`config.mk`:
```
export PLATFORM = sky130hd
export DESIGN_NAME = stopwatch_core_flat
export DESIGN_NICKNAME = d
export VERILOG_FILES = /design/src/rtl/stopwatch_core_pkg.sv /design/src/rtl/stopwatch_core_if.sv /design/src/rtl/bcd_mod_counter.sv /design/src/rtl/stopwatch_core.sv /design/src/flat_wrapper.sv
export SDC_FILE = /design/constraint.sdc
export NUM_CORES = 1
export LEC_CHECK = 0
export CELL_PAD_IN_SITES_DETAIL_PLACEMENT = 0
export CELL_PAD_IN_SITES_GLOBAL_PLACEMENT = 1
export CORE_ASPECT_RATIO = 0.75
export CORE_MARGIN = 8
export CORE_UTILIZATION = 41
export DETAILED_ROUTE_END_ITERATION = 8
export HOLD_SLACK_MARGIN = 0.15
export PLACE_DENSITY_LB_ADDON = 0.1
export SYNTH_ARGS = -nofsm -noshare
export SYNTH_HDL_FRONTEND = slang
export SYNTH_SLANG_ARGS = --single-unit
```
`constraint.sdc`:
```
create_clock -name clk -period 2.9 [get_ports clk]
set_input_delay 0.725 -clock clk [delete_from_list [all_inputs] [get_ports clk]]
set_output_delay 0.725 -clock clk [all_outputs]
set_load 0.02 [all_outputs]
```
`src/rtl/stopwatch_core_pkg.sv`:
```
// Shared types and constant helpers for the MM:SS stopwatch datapath.
// Field limits are held in BCD so the counters never need a binary intermediate.
package sw_pkg;

  typedef enum logic [1:0] {
    RUN     = 2'd0,
    PAUSED  = 2'd1,
    ADJUST  = 2'd2,
    DONE_ST = 2'd3
  } sw_state_t;

  typedef logic [3:0] bcd_t;

  // Elaboration-time conversion of a 0..99 integer into {tens, ones} BCD.
  function automatic logic [7:0] to_bcd2(input int v);
    return {4'(v / 10), 4'(v % 10)};
  endfunction

endpackage

```
`src/rtl/stopwatch_core_if.sv`:
```
// Control/status bundle between the clock divider, the stopwatch core and the display mux.
interface stopwatch_core_if;
  logic        TICK_1HZ;
  logic        TICK_ADJ;
  logic        CLEAR;
  logic        PAUSE;
  logic        ADJ;
  logic        SEL;
  logic        DOWN;
  logic [15:0] DIGITS;
  logic        RUNNING;
  logic        ROLLOVER;
  logic        DONE;
  logic [1:0]  BLINK_SEL;

  modport master (
    output TICK_1HZ, TICK_ADJ, CLEAR, PAUSE, ADJ, SEL, DOWN,
    input  DIGITS, RUNNING, ROLLOVER, DONE, BLINK_SEL
  );

  modport slave (
    input  TICK_1HZ, TICK_ADJ, CLEAR, PAUSE, ADJ, SEL, DOWN,
    output DIGITS, RUNNING, ROLLOVER, DONE, BLINK_SEL
  );
endinterface

```
`src/rtl/bcd_mod_counter.sv`:
```
// Two-digit BCD modulo-(MAX+1) counter with load-to-preset, freeze, increment and decrement.
// carry_out/borrow_out flag the wrap that the current inc/dec request would cause.
module bcd_mod_counter
  import sw_pkg::*;
#(
  parameter int MAX    = 59,
  parameter int PRESET = 0
) (
  input  logic clk,
  input  logic rst_n,
  input  logic load,
  input  logic hold,
  input  logic inc,
  input  logic dec,
  output bcd_t tens,
  output bcd_t ones,
  output logic at_zero,
  output logic carry_out,
  output logic borrow_out
);

  localparam logic [7:0] MAX_BCD = to_bcd2(MAX);
  localparam logic [7:0] PRE_BCD = to_bcd2(PRESET);
  localparam bcd_t MAX_TENS = MAX_BCD[7:4];
  localparam bcd_t MAX_ONES = MAX_BCD[3:0];
  localparam bcd_t PRE_TENS = PRE_BCD[7:4];
  localparam bcd_t PRE_ONES = PRE_BCD[3:0];

  bcd_t tens_r;
  bcd_t ones_r;
  bcd_t tens_nx_s;
  bcd_t ones_nx_s;
  logic at_max_s;

  assign at_zero    = (tens_r == 4'd0) && (ones_r == 4'd0);
  assign at_max_s   = (tens_r == MAX_TENS) && (ones_r == MAX_ONES);
  assign carry_out  = inc & at_max_s;
  assign borrow_out = dec & at_zero;
  assign tens       = tens_r;
  assign ones       = ones_r;

  // Next value: load beats hold beats inc beats dec; wraps never carry in from outside.
  always_comb begin
    tens_nx_s = tens_r;
    ones_nx_s = ones_r;
    if (load) begin
      tens_nx_s = PRE_TENS;
      ones_nx_s = PRE_ONES;
    end else if (hold) begin
      tens_nx_s = tens_r;
      ones_nx_s = ones_r;
    end else if (inc) begin
      if (at_max_s) begin
        tens_nx_s = 4'd0;
        ones_nx_s = 4'd0;
      end else if (ones_r == 4'd9) begin
        tens_nx_s = tens_r + 4'd1;
        ones_nx_s = 4'd0;
      end else begin
        ones_nx_s = ones_r + 4'd1;
      end
    end else if (dec) begin
      if (at_zero) begin
        tens_nx_s = MAX_TENS;
        ones_nx_s = MAX_ONES;
      end else if (ones_r == 4'd0) begin
        tens_nx_s = tens_r - 4'd1;
        ones_nx_s = 4'd9;
      end else begin
        ones_nx_s = ones_r - 4'd1;
      end
    end else begin
      tens_nx_s = tens_r;
      ones_nx_s = ones_r;
    end
  end

  // Digit registers.
  always_ff @(posedge clk or negedge rst_n) begin
    if (!rst_n) begin
      tens_r <= PRE_TENS;
      ones_r <= PRE_ONES;
    end else begin
      tens_r <= tens_nx_s;
      ones_r <= ones_nx_s;
    end
  end

endmodule

```
`src/rtl/stopwatch_core.sv`:
```
// MM:SS stopwatch/timer: run/pause/adjust/done FSM, PAUSE edge detect and output flags.
// Seconds and minutes are two cascaded BCD counters; the seconds wrap drives the minutes.
module stopwatch_core
  import sw_pkg::*;
#(
  parameter int MIN_MAX    = 59,
  parameter int SEC_MAX    = 59,
  parameter int PRESET_MIN = 0,
  parameter int PRESET_SEC = 0
) (
  input  logic             clk,
  input  logic             RESET_N,
  stopwatch_core_if.slave  sw
);

  sw_state_t state_r;
  sw_state_t state_nx_s;
  logic      pause_q_r;
  logic      pause_rise_s;
  logic      roll_r;
  logic      roll_nx_s;
  logic      done_r;
  logic      done_nx_s;
  logic      count_up_s;
  logic      down_req_s;
  logic      adj_sec_s;
  logic      adj_min_s;
  logic      freeze_s;

  logic sec_inc_s, sec_dec_s, sec_at_zero_s, sec_carry_s, sec_borrow_s;
  logic min_inc_s, min_dec_s, min_at_zero_s, min_carry_s, min_borrow_s;
  bcd_t sec_tens_s, sec_ones_s, min_tens_s, min_ones_s;

  assign pause_rise_s = sw.PAUSE & ~pause_q_r;

  // State transitions in priority order: clear, adjust entry/exit, pause toggle, count.
  always_comb begin
    state_nx_s = state_r;
    done_nx_s  = done_r;
    count_up_s = 1'b0;
    down_req_s = 1'b0;
    adj_sec_s  = 1'b0;
    adj_min_s  = 1'b0;
    if (sw.CLEAR) begin
      state_nx_s = RUN;
      done_nx_s  = 1'b0;
    end else if (((state_r == RUN) || (state_r == PAUSED)) && sw.ADJ) begin
      state_nx_s = ADJUST;
    end else if (state_r == ADJUST) begin
      if (!sw.ADJ) begin
        state_nx_s = PAUSED;
      end else if (sw.TICK_ADJ) begin
        adj_min_s = sw.SEL;
        adj_sec_s = ~sw.SEL;
      end else begin
        state_nx_s = ADJUST;
      end
    end else if ((state_r == RUN) && pause_rise_s) begin
      state_nx_s = PAUSED;
    end else if ((state_r == PAUSED) && pause_rise_s) begin
      state_nx_s = RUN;
    end else if ((state_r == RUN) && sw.TICK_1HZ) begin
      if (sw.DOWN) begin
        down_req_s = 1'b1;
        if (sec_at_zero_s && min_at_zero_s) begin
          state_nx_s = DONE_ST;
          done_nx_s  = 1'b1;
        end else begin
          state_nx_s = RUN;
        end
      end else begin
        count_up_s = 1'b1;
      end
    end else begin
      state_nx_s = state_r;
    end
  end

  // A down tick at 00:00 would borrow out of the minutes; that same borrow freezes both fields.
  assign sec_inc_s = count_up_s | adj_sec_s;
  assign sec_dec_s = down_req_s;
  assign min_inc_s = adj_min_s | sec_carry_s;
  assign min_dec_s = sec_borrow_s;
  assign freeze_s  = min_borrow_s;
  assign roll_nx_s = sec_carry_s & min_carry_s;

  bcd_mod_counter #(.MAX(SEC_MAX), .PRESET(PRESET_SEC)) u_sec (
    .clk        (clk),
    .rst_n      (RESET_N),
    .load       (sw.CLEAR),
    .hold       (freeze_s),
    .inc        (sec_inc_s),
    .dec        (sec_dec_s),
    .tens       (sec_tens_s),
    .ones       (sec_ones_s),
    .at_zero    (sec_at_zero_s),
    .carry_out  (sec_carry_s),
    .borrow_out (sec_borrow_s)
  );

  bcd_mod_counter #(.MAX(MIN_MAX), .PRESET(PRESET_MIN)) u_min (
    .clk        (clk),
    .rst_n      (RESET_N),
    .load       (sw.CLEAR),
    .hold       (freeze_s),
    .inc        (min_inc_s),
    .dec        (min_dec_s),
    .tens       (min_tens_s),
    .ones       (min_ones_s),
    .at_zero    (min_at_zero_s),
    .carry_out  (min_carry_s),
    .borrow_out (min_borrow_s)
  );

  // State, PAUSE history and flag registers.
  always_ff @(posedge clk or negedge RESET_N) begin
    if (!RESET_N) begin
      state_r   <= RUN;
      pause_q_r <= 1'b0;
      roll_r    <= 1'b0;
      done_r    <= 1'b0;
    end else begin
      state_r   <= state_nx_s;
      pause_q_r <= sw.PAUSE;
      roll_r    <= roll_nx_s;
      done_r    <= done_nx_s;
    end
  end

  // Blink indication tracks SEL live while adjusting.
  always_comb begin
    sw.BLINK_SEL = 2'b00;
    if (state_r == ADJUST) begin
      sw.BLINK_SEL = sw.SEL ? 2'b10 : 2'b01;
    end else begin
      sw.BLINK_SEL = 2'b00;
    end
  end

  assign sw.DIGITS   = {min_tens_s, min_ones_s, sec_tens_s, sec_ones_s};
  assign sw.RUNNING  = (state_r == RUN);
  assign sw.ROLLOVER = roll_r;
  assign sw.DONE     = done_r;

endmodule
```
`src/flat_wrapper.sv`:
```
// flat-port wrapper written by rule: the top's interface ports become plain ports
module stopwatch_core_flat import sw_pkg::*;
#(
  parameter int MIN_MAX    = 59,
  parameter int SEC_MAX    = 59,
  parameter int PRESET_MIN = 0,
  parameter int PRESET_SEC = 0
)
  (clk, RESET_N, sw_TICK_1HZ, sw_TICK_ADJ, sw_CLEAR, sw_PAUSE, sw_ADJ, sw_SEL, sw_DOWN, sw_DIGITS, sw_RUNNING, sw_ROLLOVER, sw_DONE, sw_BLINK_SEL);
  stopwatch_core_if sw_i ();
  input  logic clk;
  input  logic RESET_N;
  input wire logic [$bits(sw_i.TICK_1HZ)-1:0] sw_TICK_1HZ;
  input wire logic [$bits(sw_i.TICK_ADJ)-1:0] sw_TICK_ADJ;
  input wire logic [$bits(sw_i.CLEAR)-1:0] sw_CLEAR;
  input wire logic [$bits(sw_i.PAUSE)-1:0] sw_PAUSE;
  input wire logic [$bits(sw_i.ADJ)-1:0] sw_ADJ;
  input wire logic [$bits(sw_i.SEL)-1:0] sw_SEL;
  input wire logic [$bits(sw_i.DOWN)-1:0] sw_DOWN;
  output wire logic [$bits(sw_i.DIGITS)-1:0] sw_DIGITS;
  output wire logic [$bits(sw_i.RUNNING)-1:0] sw_RUNNING;
  output wire logic [$bits(sw_i.ROLLOVER)-1:0] sw_ROLLOVER;
  output wire logic [$bits(sw_i.DONE)-1:0] sw_DONE;
  output wire logic [$bits(sw_i.BLINK_SEL)-1:0] sw_BLINK_SEL;
  assign sw_i.TICK_1HZ = sw_TICK_1HZ;
  assign sw_i.TICK_ADJ = sw_TICK_ADJ;
  assign sw_i.CLEAR = sw_CLEAR;
  assign sw_i.PAUSE = sw_PAUSE;
  assign sw_i.ADJ = sw_ADJ;
  assign sw_i.SEL = sw_SEL;
  assign sw_i.DOWN = sw_DOWN;
  assign sw_DIGITS = sw_i.DIGITS;
  assign sw_RUNNING = sw_i.RUNNING;
  assign sw_ROLLOVER = sw_i.ROLLOVER;
  assign sw_DONE = sw_i.DONE;
  assign sw_BLINK_SEL = sw_i.BLINK_SEL;
  stopwatch_core #(.MIN_MAX(MIN_MAX), .SEC_MAX(SEC_MAX), .PRESET_MIN(PRESET_MIN), .PRESET_SEC(PRESET_SEC)) u_core (.clk(clk), .RESET_N(RESET_N), .sw(sw_i));
endmodule
```
; ---- Yosys cells after proc, flatten, opt, wreduce, memory -nomap -nowiden
; Cells that the tools add are included.
[word_totals]
output_inout_bits = 21
in_bits = 9
wordCells = 146
ff_bits = 21
[classes]
add_sub_neg = 8
n_mux = 76
n_reduce_logical = 30
bitwise = 10
n_eq_ne = 14
[ops]
columns = operator, n
row1 = two-way mux 4 bit, 32
row2 = two-way mux 1 bit, 32
row3 = two-way mux 2 bit, 12
row4 = "adder 4 x 1 -> 4 bit, second input constant", 4
row5 = logical NOT 4 bit, 4
row6 = "subtractor 4 x 1 -> 4 bit, second input constant", 4
row7 = nonzero test 6 bit, 2
row8 = "!= test 2 bit, second input constant", 5
row9 = logical AND 1 bit, 9
row10 = "equality test 4 x 3 -> 1 bit, second input constant", 2
row11 = "equality test 4 bit, second input constant", 2
row12 = "!= test 4 x 2 -> 1 bit, second input constant", 2
row13 = AND reduction 4 bit, 2
row14 = nonzero test 4 bit, 2
row15 = AND reduction 7 bit, 1
row16 = bitwise AND 1 bit, 6
row17 = nonzero test 2 bit, 3
row18 = nonzero test 3 bit, 2
row19 = "!= test 5 x 4 -> 1 bit, second input constant", 1
row20 = AND reduction 2 bit, 2
row21 = AND reduction 3 bit, 1
row22 = "equality test 2 x 1 -> 1 bit, second input constant", 1
row23 = "equality test 2 bit, second input constant", 1
row24 = logical NOT 2 bit, 1
row25 = other kinds (3), 5

; ---- Logic depth before layout (Yosys ltp)
[depth]
ltp_word = 14
mapped_depth = 10
ltp_nobuf = 8

; ---- Hierarchy
; From an unflattened synthesis, not the netlist that was laid out.
[hier_totals]
cells_unflattened = 223
area_unflattened_um2 = 2020.7
[modules_own_cells]
columns = module, seq_area_each_um2, cells_per_inst, area_per_inst_um2, n_inst
row1 = bcd_mod_counter, 200.2, 91, 830.8, 2
row2 = stopwatch_core, 125.1, 41, 359.1, 1

; ---- Worst setup path after synthesis
; No wires, ideal clock.
[synth_path]
kind = register to register
from = register u_core.u_sec.ones_r[0], in the netlist u_core.u_sec.ones[0]
to = register u_core.u_min.tens_r[3], in the netlist u_core.u_min.tens[3]
stages_incl_launch_ff = 9
arrival_ns = 2.503
path_slack_ns = 0.275
required_time_ns = 2.778
setup_ns = 0.122
n_path_buf = 0
synth_period_minus_slack_ns = 2.625
cell_sequence = dfrtp_1 > inv_1 > ha_1 > or3b_4 > or4_1 > a21oi_2 > o21ai_2 > or3_1 > a32o_1
[synth_between]
elab_chain_cells = 7
word_cells_on_any_way = 16
cone_classes = eq/ne: 3 / mux: 3 / bitwise: 4 / reduce/logical: 6
[synth_lines]
columns = item, line_no
row1 = from (decl), bcd_mod_counter.sv:30  ; bcd_t ones_r;
row2 = from (signal assigned), bcd_mod_counter.sv:85  ; ones_r <= ones_nx_s;
row3 = equality test 4 bit, bcd_mod_counter.sv:36  ; assign at_max_s = (tens_r == MAX_TENS) && (ones_r == MAX_ONES);
row4 = logical AND 1 bit, bcd_mod_counter.sv:36
row5 = bitwise AND 1 bit, bcd_mod_counter.sv:37  ; assign carry_out = inc & at_max_s;
row6 = bitwise OR 1 bit, stopwatch_core.sv:82  ; assign min_inc_s = adj_min_s | sec_carry_s;
row7 = two-way mux 4 bit, bcd_mod_counter.sv:52  ; end else if (inc) begin
row8 = two-way mux 4 bit, bcd_mod_counter.sv:49  ; end else if (hold) begin
row9 = two-way mux 4 bit, bcd_mod_counter.sv:46  ; if (load) begin
row10 = to (signal assigned), bcd_mod_counter.sv:84  ; tens_r <= tens_nx_s;
row11 = to (decl), bcd_mod_counter.sv:29  ; bcd_t tens_r;
; Several ways; a longest one is shown, not always the timed one. The select of a mux whose other input is x is not followed.
; A chain may end at the register's enable or synchronous reset.

; ---- Final worst setup path
[layout_path]
from = input sw_ADJ
to = register u_core.u_min.ones_r[2], in the netlist u_core.u_min.ones[2]
[layout_between]
elab_chain_cells = 10
word_cells_on_any_way = 24
cone_classes = eq/ne: 1 / mux: 15 / bitwise: 5 / reduce/logical: 3
[layout_lines]
columns = item, line_no
row1 = from (decl), flat_wrapper.sv:17  ; input wire logic [$bits(sw_i.ADJ)-1:0] sw_ADJ;
row2 = two-way mux 1 bit, stopwatch_core.sv:50  ; if (!sw.ADJ) begin
row3 = two-way mux 1 bit, stopwatch_core.sv:49  ; end else if (state_r == ADJUST) begin
row4 = two-way mux 1 bit, stopwatch_core.sv:47  ; end else if (((state_r == RUN) || (state_r == PAUSED)) && sw.ADJ) begin
row5 = two-way mux 1 bit, stopwatch_core.sv:44  ; if (sw.CLEAR) begin
row6 = bitwise OR 1 bit, stopwatch_core.sv:80  ; assign sec_inc_s = count_up_s | adj_sec_s;
row7 = bitwise AND 1 bit, bcd_mod_counter.sv:37
row8 = bitwise OR 1 bit, stopwatch_core.sv:82
row9 = two-way mux 4 bit, bcd_mod_counter.sv:52
row10 = two-way mux 4 bit, bcd_mod_counter.sv:49
row11 = two-way mux 4 bit, bcd_mod_counter.sv:46
row12 = to (signal assigned), bcd_mod_counter.sv:85
row13 = to (decl), bcd_mod_counter.sv:30
; Several ways; a longest one is shown, not always the timed one. The select of a mux whose other input is x is not followed.

==> results.json <==
{
  "fp.dieW_um": 94.6,
  "grt_max_degree": 22,
  "wire_per_inst_um": 16.1,
  "cts_root_buf": "clkbuf_8",
  "path_class": "in -> reg",
  "timing.rr.start": "u_core.u_sec.ones[1]",
  "postCtsSetupRepairBufs": 0,
  "dieArea_um2": 7090,
  "wirelength_um": 5330,
  "critPathLaunch": "sw_ADJ",
  "drt.antenna.violating_nets": 0,
  "synthToLayoutAreaGrowth_pct": 29.0,
  "viasPerCell": 5.66,
  "end_kind": "flop",
  "synth_edf_count": 0,
  "tightest_slew_ns": 0.445,
  "slew_violations": 0,
  "hold_viol_final": 0,
  "gp_congestion": 0.798,
  "drc": 0,
  "nFillCells": 422,
  "cts_tree": "built",
  "ys_ff_latch": 21,
  "multi_input_area_um2": 1260,
  "critPathLaunchType": "primary input",
  "final_nets": 296,
  "drt_iter0_drc": 70,
  "status": "completed",
  "setup_viol": 0,
  "rsz0062_at_grt": "no",
  "post-dp-hpwl_um": 4030,
  "peakVddDrop_mv": 0.277,
  "synth_top_area_share_pct": 27.6,
  "track_usage_pct": 15.5,
  "avgSynthCellArea_um2": 8.56,
  "vias": 1874,
  "power_density_nw_per_um2": 525,
  "min_from": "u_core.sw.DONE",
  "design.core.area_um2": 4470,
  "final.min_clock_period_ns": 2.80,
  "final.setup.tns_ns": 0,
  "cts_hold_buffers": 0,
  "crit_fanout": 4,
  "overflow": 0,
  "grt_first_pass_wirelength_um": 8780,
  "clock_latency_ns": 0.26,
  "final_common_cell": "clkdlybuf4s50_1",
  "final_cells": 331,
  "cts_buffer_depth": 2,
  "fin_crit_sh_pct": 96.6,
  "h-tree-depth": 1,
  "synth_cell_types": 63,
  "portBuffers": 29,
  "hold_path.class": "reg -> reg",
  "synthCells": 222,
  "arrival_ns": 2.97,
  "max_cap_violations": 0,
  "dpl.cell_count": 327,
  "relSlewSlack_pct": 70.3,
  "num_rows": 21,
  "first_pass_iters": 4,
  "synth_ff_type": "dfrtp_1",
  "clkSinkCount": 21,
  "clk_pin_slew_worst_paths_ns": 0.08,
  "antenna_found_initial": 0,
  "drive_gt1_share_pct": 19.3,
  "yosysWarnings": 0,
  "synth_area_leaders": "dfrtp_1, ha_1, nor2_1",
  "synth_area_leader_cell": "dfrtp_1",
  "timing.fmax_mhz": 357,
  "chipHeight_um": 75.0,
  "finClkSkew_ns": 0.000731,
  "r2r_setup_slack_ns": 0.24,
  "layout_common_cells": "clkdlybuf4s50_1, buf_4, dfrtp_1, nor2_1, inv_1",
  "numCtsBuffers": 3,
  "p_total_mw": 1.29,
  "netlist_area_um2": 1900,
  "regArea_um2": 526,
  "syn_nets": 243,
  "required_ns": 3.07,
  "grt_pass1_vias": 1734,
  "initial_core_util_pct": 42.5,
  "io-pin-count": 30,
  "ys_seq_area_share_pct": 27.6,
  "p_leak_nw": 0.987,
  "ctsResizeCount": 0,
  "postSynth.asyncResetShare_pct": 100,
  "antenna_cells": 0
}
==> metrics by stage <==
stage | utilization, % | cell area, µm² | hold slack (ns) | setup slack (ns)
after global placement | 53.9 | 2410 | 0.500 | -0.109
after CTS | 54.9 | 2450 | 0.536 | 0.103
after detailed placement | 53.9 | 2410 | 0.523 | -0.163
after global routing | 54.9 | 2450 | 0.563 | 0.0134
after floorplan | - | 1900 | 0.429 | 0.275
final | 54.9 | 2450 | 0.537 | 0.0982
==> flip-flops by register name (all words and copies together), names as in the netlist <==
signal and count:
u_core.pause_q_r 1, u_core.state_r 2, u_core.sw.DONE 1, u_core.sw.ROLLOVER 1, u_core.u_min.ones 4, u_core.u_min.tens 4, u_core.u_sec.ones 4, u_core.u_sec.tens 4
==> worst paths after layout <==
check / endpoint / depth (start not counted)
max: u_core.u_min.ones[2] / 8
min: u_core.sw.DONE / 2
max reg2reg: u_core.u_min.tens[1] / 9
min reg2reg: u_core.sw.DONE / 2
max in group asynchronous: u_core.u_sec.tens[0] / 2
min in group asynchronous: u_core.u_min.ones[3] / 2
==> cell type report <==
cell class / instances / area share, %
clock buffers: 4 / 1.84
multi-input cells: 178 / 51.4
repair buffers: 56 / 20.1
well taps: 57 / 2.91
flip-flops and latches: 21 / 21.4
inverters: 15 / 2.30
==> synth_stat cells (3+ instances only) <==
master     n
o21ai_0   13
inv_1     15
o31ai_1    3
or2_2      3
or4_1      4
nand4_1    3
nor2_1    20
buf_6      3
nor3b_1    3
nor3_1     7
a21oi_1   12
nand2_1   13
a211oi_1   7
dfrtp_1   21
nand3b_1   5
or3_1      3
ha_1      12
mux2_2     4
nand3_1   10
o211ai_1   3
==> layer usage <==
metal | vias up | track usage (%) | routed length [µm]
met5 | - | 0 | 0
met4 | 0 | 2.24 | 23
met3 | 2 | 3.49 | 327
met2 | 47 | 22.0 | 2150
met1 | 877 | 23.4 | 2830
li1 | 948 | - | -
==> power by group <==
group / internal, mW / switching (mW) / leakage, nW
sequential: 0.339 / 0.0889 / 0.281
combinational: 0.325 / 0.332 / 0.683
clock: 0.0981 / 0.104 / 0.0228
==> cells by family after synthesis <==
logic type | after synthesis | share of synthesized area [%]
buf+inv | 23 | 5.99
mux | 5 | 2.90
simple gates | 95 | 29.8
xor+xnor | 1 | 0.461
fa+ha+maj | 12 | 7.90
compound gates | 65 | 25.3
flops | 21 | 27.6
==> critical path: stages <==
cell             delay [ns]
clkdlybuf4s50_1        0.44
or4b_1                 0.59
nor3_4                 0.18
a22oi_1                0.17
buf_4                  0.18
nor2_1                 0.09
mux2_2                 0.33
a221oi_1               0.25
No activity file was read; power rests on OpenSTA's default activity.
